===== src/rtl/cpu_ctrl_pkg.sv =====
// Shared control definitions for the pipeline stall/flush sequencer.
package cpu_ctrl_pkg;

    typedef enum logic [1:0] {
        StIdle    = 2'd0,
        StDiv     = 2'd1,
        StExcWait = 2'd2
    } ctrl_state_e;

    localparam int unsigned NumStages = 5;
    localparam int unsigned StageF    = 0;
    localparam int unsigned StageD    = 1;
    localparam int unsigned StageE    = 2;
    localparam int unsigned StageM    = 3;
    localparam int unsigned StageW    = 4;

    localparam int unsigned DIV_CYCLES_DEFAULT = 32;
    localparam int unsigned CNT_W_DEFAULT      = 6;

    // Mask with the given stages set.
    function automatic logic [NumStages-1:0] stage_mask(input logic f, input logic d,
                                                        input logic e, input logic m,
                                                        input logic w);
        logic [NumStages-1:0] mask;
        mask         = '0;
        mask[StageF] = f;
        mask[StageD] = d;
        mask[StageE] = e;
        mask[StageM] = m;
        mask[StageW] = w;
        return mask;
    endfunction

endpackage


===== src/rtl/stall_cnt.sv =====
// Loadable down-counter with hold, clear and zero flag; never decrements below zero.
module stall_cnt
    import cpu_ctrl_pkg::*;
#(
    parameter int unsigned CNT_W = CNT_W_DEFAULT
) (
    input  logic             clk,
    input  logic             rst,
    input  logic             clr_i,
    input  logic             load_i,
    input  logic [CNT_W-1:0] load_val_i,
    input  logic             dec_i,
    output logic [CNT_W-1:0] cnt_o,
    output logic             zero_o
);

    logic [CNT_W-1:0] cnt_q, cnt_d;

    always_comb begin
        cnt_d = cnt_q;
        if (clr_i) begin
            cnt_d = '0;
        end else if (load_i) begin
            cnt_d = load_val_i;
        end else if (dec_i && (cnt_q != '0)) begin
            cnt_d = cnt_q - CNT_W'(1);
        end
    end

    always_ff @(posedge clk) begin
        if (rst) begin
            cnt_q <= '0;
        end else begin
            cnt_q <= cnt_d;
        end
    end

    assign cnt_o  = cnt_q;
    assign zero_o = (cnt_q == '0);

endmodule


===== src/rtl/pipe_stall_ctrl.sv =====
// Per-stage stall/flush sequencer for F/D/E/M/W: memory waits, load-use, multi-cycle
// divide and M-stage exceptions, resolved by fixed priority each cycle.
module pipe_stall_ctrl
    import cpu_ctrl_pkg::*;
#(
    parameter int unsigned DIV_CYCLES = DIV_CYCLES_DEFAULT,
    parameter int unsigned CNT_W      = CNT_W_DEFAULT
) (
    input  logic clk,
    input  logic rst,
    input  logic inst_stall_i,
    input  logic data_stall_i,
    input  logic load_use_d_i,
    input  logic div_start_e_i,
    input  logic exc_m_i,
    output logic stall_f_o,
    output logic stall_d_o,
    output logic stall_e_o,
    output logic stall_m_o,
    output logic stall_w_o,
    output logic flush_f_o,
    output logic flush_d_o,
    output logic flush_e_o,
    output logic flush_m_o,
    output logic flush_w_o,
    output logic div_busy_o,
    output logic div_done_o,
    output logic div_abort_o,
    output logic exc_take_o
);

    ctrl_state_e state_q, state_d;

    logic [NumStages-1:0] stall, flush;
    logic                 div_busy, div_done, div_abort, exc_take;
    logic                 cnt_clr, cnt_load, cnt_dec, cnt_zero;
    logic [CNT_W-1:0]     cnt;

    // Issue cycle is the first of DIV_CYCLES, so the counter starts two below.
    localparam logic [CNT_W-1:0] DivLoad = CNT_W'(DIV_CYCLES - 2);

    stall_cnt #(
        .CNT_W(CNT_W)
    ) u_stall_cnt (
        .clk       (clk),
        .rst       (rst),
        .clr_i     (cnt_clr),
        .load_i    (cnt_load),
        .load_val_i(DivLoad),
        .dec_i     (cnt_dec),
        .cnt_o     (cnt),
        .zero_o    (cnt_zero)
    );

    always_comb begin
        state_d   = state_q;
        stall     = '0;
        flush     = '0;
        div_busy  = 1'b0;
        div_done  = 1'b0;
        div_abort = 1'b0;
        exc_take  = 1'b0;
        cnt_clr   = 1'b0;
        cnt_load  = 1'b0;
        cnt_dec   = 1'b0;

        if (rst) begin
            state_d = StIdle;
            cnt_clr = 1'b1;
        end else if (exc_m_i || (state_q == StExcWait)) begin
            if (inst_stall_i) begin
                // Redirect cannot proceed until the fetch bus is free.
                stall   = '1;
                state_d = StExcWait;
            end else begin
                // Pending data access is squashed along with the faulting instruction.
                flush     = stage_mask(1'b1, 1'b1, 1'b1, 1'b1, 1'b0);
                exc_take  = 1'b1;
                div_abort = (state_q == StDiv);
                state_d   = StIdle;
                cnt_clr   = 1'b1;
            end
        end else if (inst_stall_i || data_stall_i) begin
            stall = '1;
        end else begin
            case (state_q)
                StDiv: begin
                    div_busy = 1'b1;
                    if (cnt_zero) begin
                        div_done = 1'b1;
                        state_d  = StIdle;
                    end else begin
                        stall   = stage_mask(1'b1, 1'b1, 1'b1, 1'b0, 1'b0);
                        flush   = stage_mask(1'b0, 1'b0, 1'b0, 1'b1, 1'b0);
                        cnt_dec = 1'b1;
                    end
                end
                StIdle: begin
                    if (div_start_e_i) begin
                        stall    = stage_mask(1'b1, 1'b1, 1'b1, 1'b0, 1'b0);
                        flush    = stage_mask(1'b0, 1'b0, 1'b0, 1'b1, 1'b0);
                        div_busy = 1'b1;
                        cnt_load = 1'b1;
                        state_d  = StDiv;
                    end else if (load_use_d_i) begin
                        stall = stage_mask(1'b1, 1'b1, 1'b0, 1'b0, 1'b0);
                        flush = stage_mask(1'b0, 1'b0, 1'b1, 1'b0, 1'b0);
                    end
                end
                default: begin
                    state_d = StIdle;
                end
            endcase
        end
    end

    always_ff @(posedge clk) begin
        if (rst) begin
            state_q <= StIdle;
        end else begin
            state_q <= state_d;
        end
    end

    assign stall_f_o   = stall[StageF];
    assign stall_d_o   = stall[StageD];
    assign stall_e_o   = stall[StageE];
    assign stall_m_o   = stall[StageM];
    assign stall_w_o   = stall[StageW];
    assign flush_f_o   = flush[StageF];
    assign flush_d_o   = flush[StageD];
    assign flush_e_o   = flush[StageE];
    assign flush_m_o   = flush[StageM];
    assign flush_w_o   = flush[StageW];
    assign div_busy_o  = div_busy;
    assign div_done_o  = div_done;
    assign div_abort_o = div_abort;
    assign exc_take_o  = exc_take;

    logic unused_cnt;
    assign unused_cnt = ^cnt;

endmodule


===== config.mk =====
export PLATFORM = sky130hd
export DESIGN_NAME = pipe_stall_ctrl
export DESIGN_NICKNAME = d
export VERILOG_FILES = /design/src/rtl/cpu_ctrl_pkg.sv /design/src/rtl/stall_cnt.sv /design/src/rtl/pipe_stall_ctrl.sv
export SDC_FILE = /design/constraint.sdc
export NUM_CORES = 1
export LEC_CHECK = 0
export BUFFER_PORTS_ARGS = -buffer_cell sky130_fd_sc_hd__buf_2
export CAP_MARGIN = 20
export CORE_MARGIN = 5
export CORE_UTILIZATION = 30
export DETAILED_ROUTE_END_ITERATION = 10
export PLACE_DENSITY = 0.49
export SLEW_MARGIN = 20
export SYNTH_ARGS = -nofsm -noshare
export SYNTH_HDL_FRONTEND = slang
export SYNTH_SLANG_ARGS = --single-unit
export TNS_END_PERCENT = 1

===== constraint.sdc =====
create_clock -name clk -period 1.8 [get_ports clk]
set_input_delay 0.18 -clock clk [delete_from_list [all_inputs] [get_ports clk]]
set_output_delay 0.18 -clock clk [all_outputs]
set_load 0.005 [all_outputs]

# --- Word-level counts from Yosys, hierarchy flattened ---
# Index checks and enable logic that the tools add are counted.
classes:
  add_sub_neg: 1
  eq_ne: 5
  mux: 50
  reduce_logical: 10
ops:
  columns: ["cell", "count"]
  rows:
  - ["$mux 5", 8]
  - ["$mux 1", 25]
  - ["$mux 4", 4]
  - ["$mux 2", 6]
  - ["$mux 3", 3]
  - ["$pmux 4 s2", 1]
  - ["$logic_not 6->1", 1]
  - ["$ne 3x3->1 const B", 2]
  - ["$pmux 3 s2", 1]
  - ["$reduce_bool 6->1", 1]
  - ["$sub 6x1->6 const B", 1]
  - ["$pmux 2 s2", 1]
  - ["$reduce_and 3->1", 1]
  - ["$reduce_or 3->1", 1]
  - ["$eq 2x1->1 const B", 1]
  - ["$eq 2x2->1 const B", 1]
  - ["$logic_not 2->1", 1]
  - ["$logic_or 1x1->1", 2]
  - ["$ne 2x2->1 const B", 1]
  - ["$pmux 1 s2", 1]
  - ["$reduce_bool 2->1", 1]
  - ["$reduce_or 2->1", 1]
  - ["$logic_and 1x1->1", 1]
word_totals:
  in_bits: 7
  wordCells: 69
  reg_bits: 8

# --- Longest topological paths before layout ---
logic_depth:
  ltp_word: 9
  depth_mapped: 7

# --- Cells and area by module ---
# Synthesis repeated with hierarchy kept, for this count alone.
unflattened:
  hier_cells: 95
  area_unflattened_um2: 665.6
modules_own_cells:
  columns: ["mod", "cells_per_inst", "seq_area_each_um2", "instances", "area_each_um2"]
  rows:
  - ["stall_cnt", 42, 120.1, 1, 346.6]
  - ["pipe_stall_ctrl", 53, 40.0, 1, 319.1]

# --- Least setup slack after synthesis ---
# No wires, ideal clock.
synth_timing:
  path_type: "reg-to-output"
  start: "reg u_stall_cnt.cnt_q[0], in the netlist u_stall_cnt.cnt_o[0]"
  end: "out stall_f_o"
  n_path_buf: 1
  path_slack_ns: 0.135
  arrival_time_ns: 1.485
  path_stages_with_launch: 8
  cell_sequence: "dfxtp_1 inv_1 ha_1 nand2b_1 or4_1 nand2b_1 a311oi_1 buf_4"
synth_via:
  elab_chain_cells: 6
synth_rtl:
  columns: ["element", "line_no", "rtl"]
  rows:
  - ["start: declaration", "stall_cnt.sv:17", "logic [CNT_W-1:0] cnt_q, cnt_d;"]
  - ["start signal: assignment", "stall_cnt.sv:34", "cnt_q <= cnt_d;"]
  - ["$logic_not 6->1", "stall_cnt.sv:39", "assign zero_o = (cnt_q == '0);"]
  - ["$mux 3", "pipe_stall_ctrl.sv:89", "if (cnt_zero) begin"]
  - ["$pmux 3 s2", "pipe_stall_ctrl.sv:86", "case (state_q)"]
  - ["$mux 5", "pipe_stall_ctrl.sv:83", "end else if (inst_stall_i || data_stall_i) begin"]
  - ["$mux 5", "pipe_stall_ctrl.sv:70", "end else if (exc_m_i || (state_q == StExcWait)) begin"]
  - ["$mux 5", "pipe_stall_ctrl.sv:67", "if (rst) begin"]
  - ["end: declaration", "pipe_stall_ctrl.sv:16", "output logic stall_f_o,"]
# Every way passes these cells.

# --- Worst setup path in the final report ---
layout_timing:
  start: "reg u_stall_cnt.cnt_q[1], in the netlist u_stall_cnt.cnt_o[1]"
  end: "out flush_m_o"
layout_via:
  elab_chain_cells: 6
layout_rtl:
  columns: ["element", "line_no", "rtl"]
  rows:
  - ["$logic_not 6->1", "stall_cnt.sv:39", null]
  - ["$mux 4", "pipe_stall_ctrl.sv:89", null]
  - ["$pmux 4 s2", "pipe_stall_ctrl.sv:86", null]
  - ["$mux 4", "pipe_stall_ctrl.sv:83", null]
  - ["$mux 5", "pipe_stall_ctrl.sv:70", null]
  - ["$mux 5", "pipe_stall_ctrl.sv:67", null]
  - ["end: declaration", "pipe_stall_ctrl.sv:24", "output logic flush_m_o,"]
# Every way passes these cells.

==> impl_metrics.json <==
{
  "power_frac_clock_pct": 33.3,
  "drtIter0Drc": 18,
  "grt_pass1_vias": 636,
  "port_buffers": 19,
  "grtUsageTotal_pct": 11.63,
  "fp.dieW_um": 56.12,
  "cts_root_buf": "clkbuf_4",
  "internal_power_uw": 311.8,
  "yosysSeqAreaShare_pct": 25.10,
  "hold_viol": 0,
  "placedCellCount": 127,
  "violations": "negative setup slack",
  "path_cells": "inv_2 > ha_4 > nand2b_4 > buf_6 > nor4_4 > a211o_1 > nand2_1 > buf_2",
  "final_antenna_net_count": 0,
  "fin_crit_sh_pct": 103.1,
  "pwr-share-comb_pct": 25.6,
  "rsz0062_at_grt": "true",
  "grt.overflow.total": 0,
  "fin_skew_ps": 8.952,
  "p_switching_uw": 134.2,
  "cts.path.max_buffers": 2,
  "yosysUniqueCellTypes": 35,
  "start_kind": "flop",
  "routed_wl_um": 1767,
  "avgSynthCellArea_um2": 7.688,
  "run_status": "complete, but fails checks",
  "clock.fmax_ghz": 0.5389,
  "die_area_um2": 3149,
  "final_nets": 119,
  "htreeDepth": 1,
  "syn2layout_area_growth_pct": 37.65,
  "instances_no_fill": 136,
  "antenna_found_initial": 0,
  "ir_drop_uv": 242.9,
  "slowest_delay_ps": 350,
  "cp_max_fo": 4,
  "wire_per_inst_um": 12.99,
  "drive_gt1_share_pct": 42.20,
  "synth_fp_nets": 91,
  "clk_latency_ps": 270,
  "final_cell_mix": "19 x buf_2, 10 x buf_4, 6 x nor3_1, 6 x dfxtp_1, 5 x o21ai_0",
  "initial_core_util_pct": 31.87,
  "cts.hold.buffers_added": 0,
  "finalWorstSetupSlack_ps": -55.57,
  "cts_tree": "yes",
  "slew_viol_final": 0,
  "synth_top_cell_by_area": "dfxtp_1",
  "hold_class": "in -> reg",
  "grt_first_pass_wirelength_um": 2960,
  "switching_share_pct": 30.10,
  "fp.dieH_um": 56.12,
  "worstPathRequired_ps": 1620,
  "yosysWarnings": 0,
  "fin_area_um2": 878.3,
  "clock_sinks": 8,
  "power_leakage_nw": 0.3948,
  "netlist.area_leader.share_pct": 25.10,
  "grt_max_degree": 12,
  "min_period_ps": 1856,
  "avgViaCountPerCell": 5.331,
  "critical_path_class": "reg -> out",
  "maxCapViolCount": 0,
  "clkTransAtPathRegs_ps": 60,
  "diodes": 0,
  "dpl.hpwl_um": 1285,
  "seqPwrFrac_pct": 41.1,
  "tns_ps": -140.9,
  "synthTopCellsByArea": "dfxtp_1 25%, buf_4 5.9%, nor3_1 4.7%",
  "finalSetupViolCount": 5,
  "netlist_instances": 83,
  "crit_arrival_ps": 1680,
  "power_density_nw_per_um2": 507.7,
  "total_power_uw": 446.0,
  "fillCellCount": 209,
  "core.rowCount": 16,
  "vias": 725,
  "synth.cell_area_um2": 638.1,
  "cts_buffers": 3,
  "dr.pass1.iters": 4,
  "synth_seq_cells": 8,
  "layout_commonest_cell": "buf_2",
  "place_area_um2": 758.2,
  "drc": 0,
  "slowest_stage": "nor4_4",
  "critPathCaptureType": "output port",
  "gp_congestion": 0.8006,
  "core_area_um2": 2002,
  "boundaryPins": 21
}
==> worst max-delay path: cells and delay by family, from the launching register on <==
kind,cells,cell delay (ps)
fa+ha+maj,1,150
flops,1,320
compound gates,1,180
buf+inv,3,310
simple gates,3,450
==> cell type report <==
cell class	count	area (um2)	area share, %
Multi-Input combinational cell	63	459.2	52.28
Timing Repair Buffer	30	181.4	20.66
Sequential cell	8	162.7	18.52
Tap cell	27	33.78	3.846
Clock buffer	3	22.52	2.564
Inverter	5	18.77	2.137
==> path summary, 6_finish.rpt <==
| path | start | endpoint | slack [ps] | depth (start not counted) |
|---|---|---|---|---|
| setup / recovery | u_stall_cnt.cnt_o[1] | flush_m_o | -60 | 8 |
| hold / removal | rst | state_q[1] | 180 | 2 |
| setup reg to reg | u_stall_cnt.cnt_o[1] | u_stall_cnt.cnt_o[3] | 140 | 8 |
| hold reg to reg | u_stall_cnt.cnt_o[0] | u_stall_cnt.cnt_o[0] | 480 | 2 |
==> registers in the layout, summed over array words and instances (netlist names) <==
signal / flops
state_q: 2
u_stall_cnt.cnt_o: 6
==> power groups by stage <==
stage | Clock [mW] | Sequential, mW | Combinational (mW)
after detailed placement | 0 | 0.187 | 0.0980
after global placement | 0 | 0.187 | 0.0978
final | 0.149 | 0.183 | 0.114
after floorplan | 0 | 0.186 | 0.0600
after CTS | 0.150 | 0.183 | 0.104
after global routing | 0.169 | 0.183 | 0.128
==> routing by layer <==
metal	track usage, %	wire, um	vias to the layer above	part of all wire, %
li1	-	-	358	-
met1	16.83	882	349	50
met2	15.86	784	14	44
met3	2.088	75	4	4.2
met4	6.441	25	0	1.4
met5	0	0	-	0
==> stage by stage <==
step                      setup slack (ps)  hold slack [ps]  util (%)
after floorplan                      134.9            259.3         -
after global placement               163.7            445.3     37.88
after detailed placement             133.1            467.8     37.88
after CTS                           -83.72            189.2     40.38
after global routing                -152.4            205.2     43.88
final                               -55.57            181.3     43.88
==> repair_timing <==
action / CTS / global route
setup buffers: 2 / 4
pin swaps: 0 / 4
endpoints found under the hold margin: 0 / 0
gates resized for setup: 2 / 10
setup endpoints to repair: 5 / 6
==> synthesized netlist by cell type, drive strengths merged <==
library cell	number
nor3b	1
nor4b	2
buf	6
and3	2
o31ai	1
nor2	4
dfxtp	8
nand2	4
nand3	5
nor2b	2
nand2b	3
o21ai	5
clkbuf	1
ha	1
nand3b	1
nand4b	1
and2	2
a21oi	4
nor3	7
or4	3
o211ai	1
a311oi	2
a31oi	4
a211o	1
a21o	1
inv	5
nor4	1
mux2i	1
or3	3
conb	1
==> logic make-up (layout without fill, tap and decap cells) <==
logic type	Yosys count	count (layout)	synth area share, %
flip-flops	8	8	25.10
buffers and inverters	12	38	10.20
adder cells (fa/ha/maj)	1	1	1.960
multiplexers	1	1	1.569
AO/OA/AOI/OAI	19	19	18.63
AND/OR/NAND/NOR	41	41	41.96
other	1	1	0.5877
(Power assumes the default switching activity.)
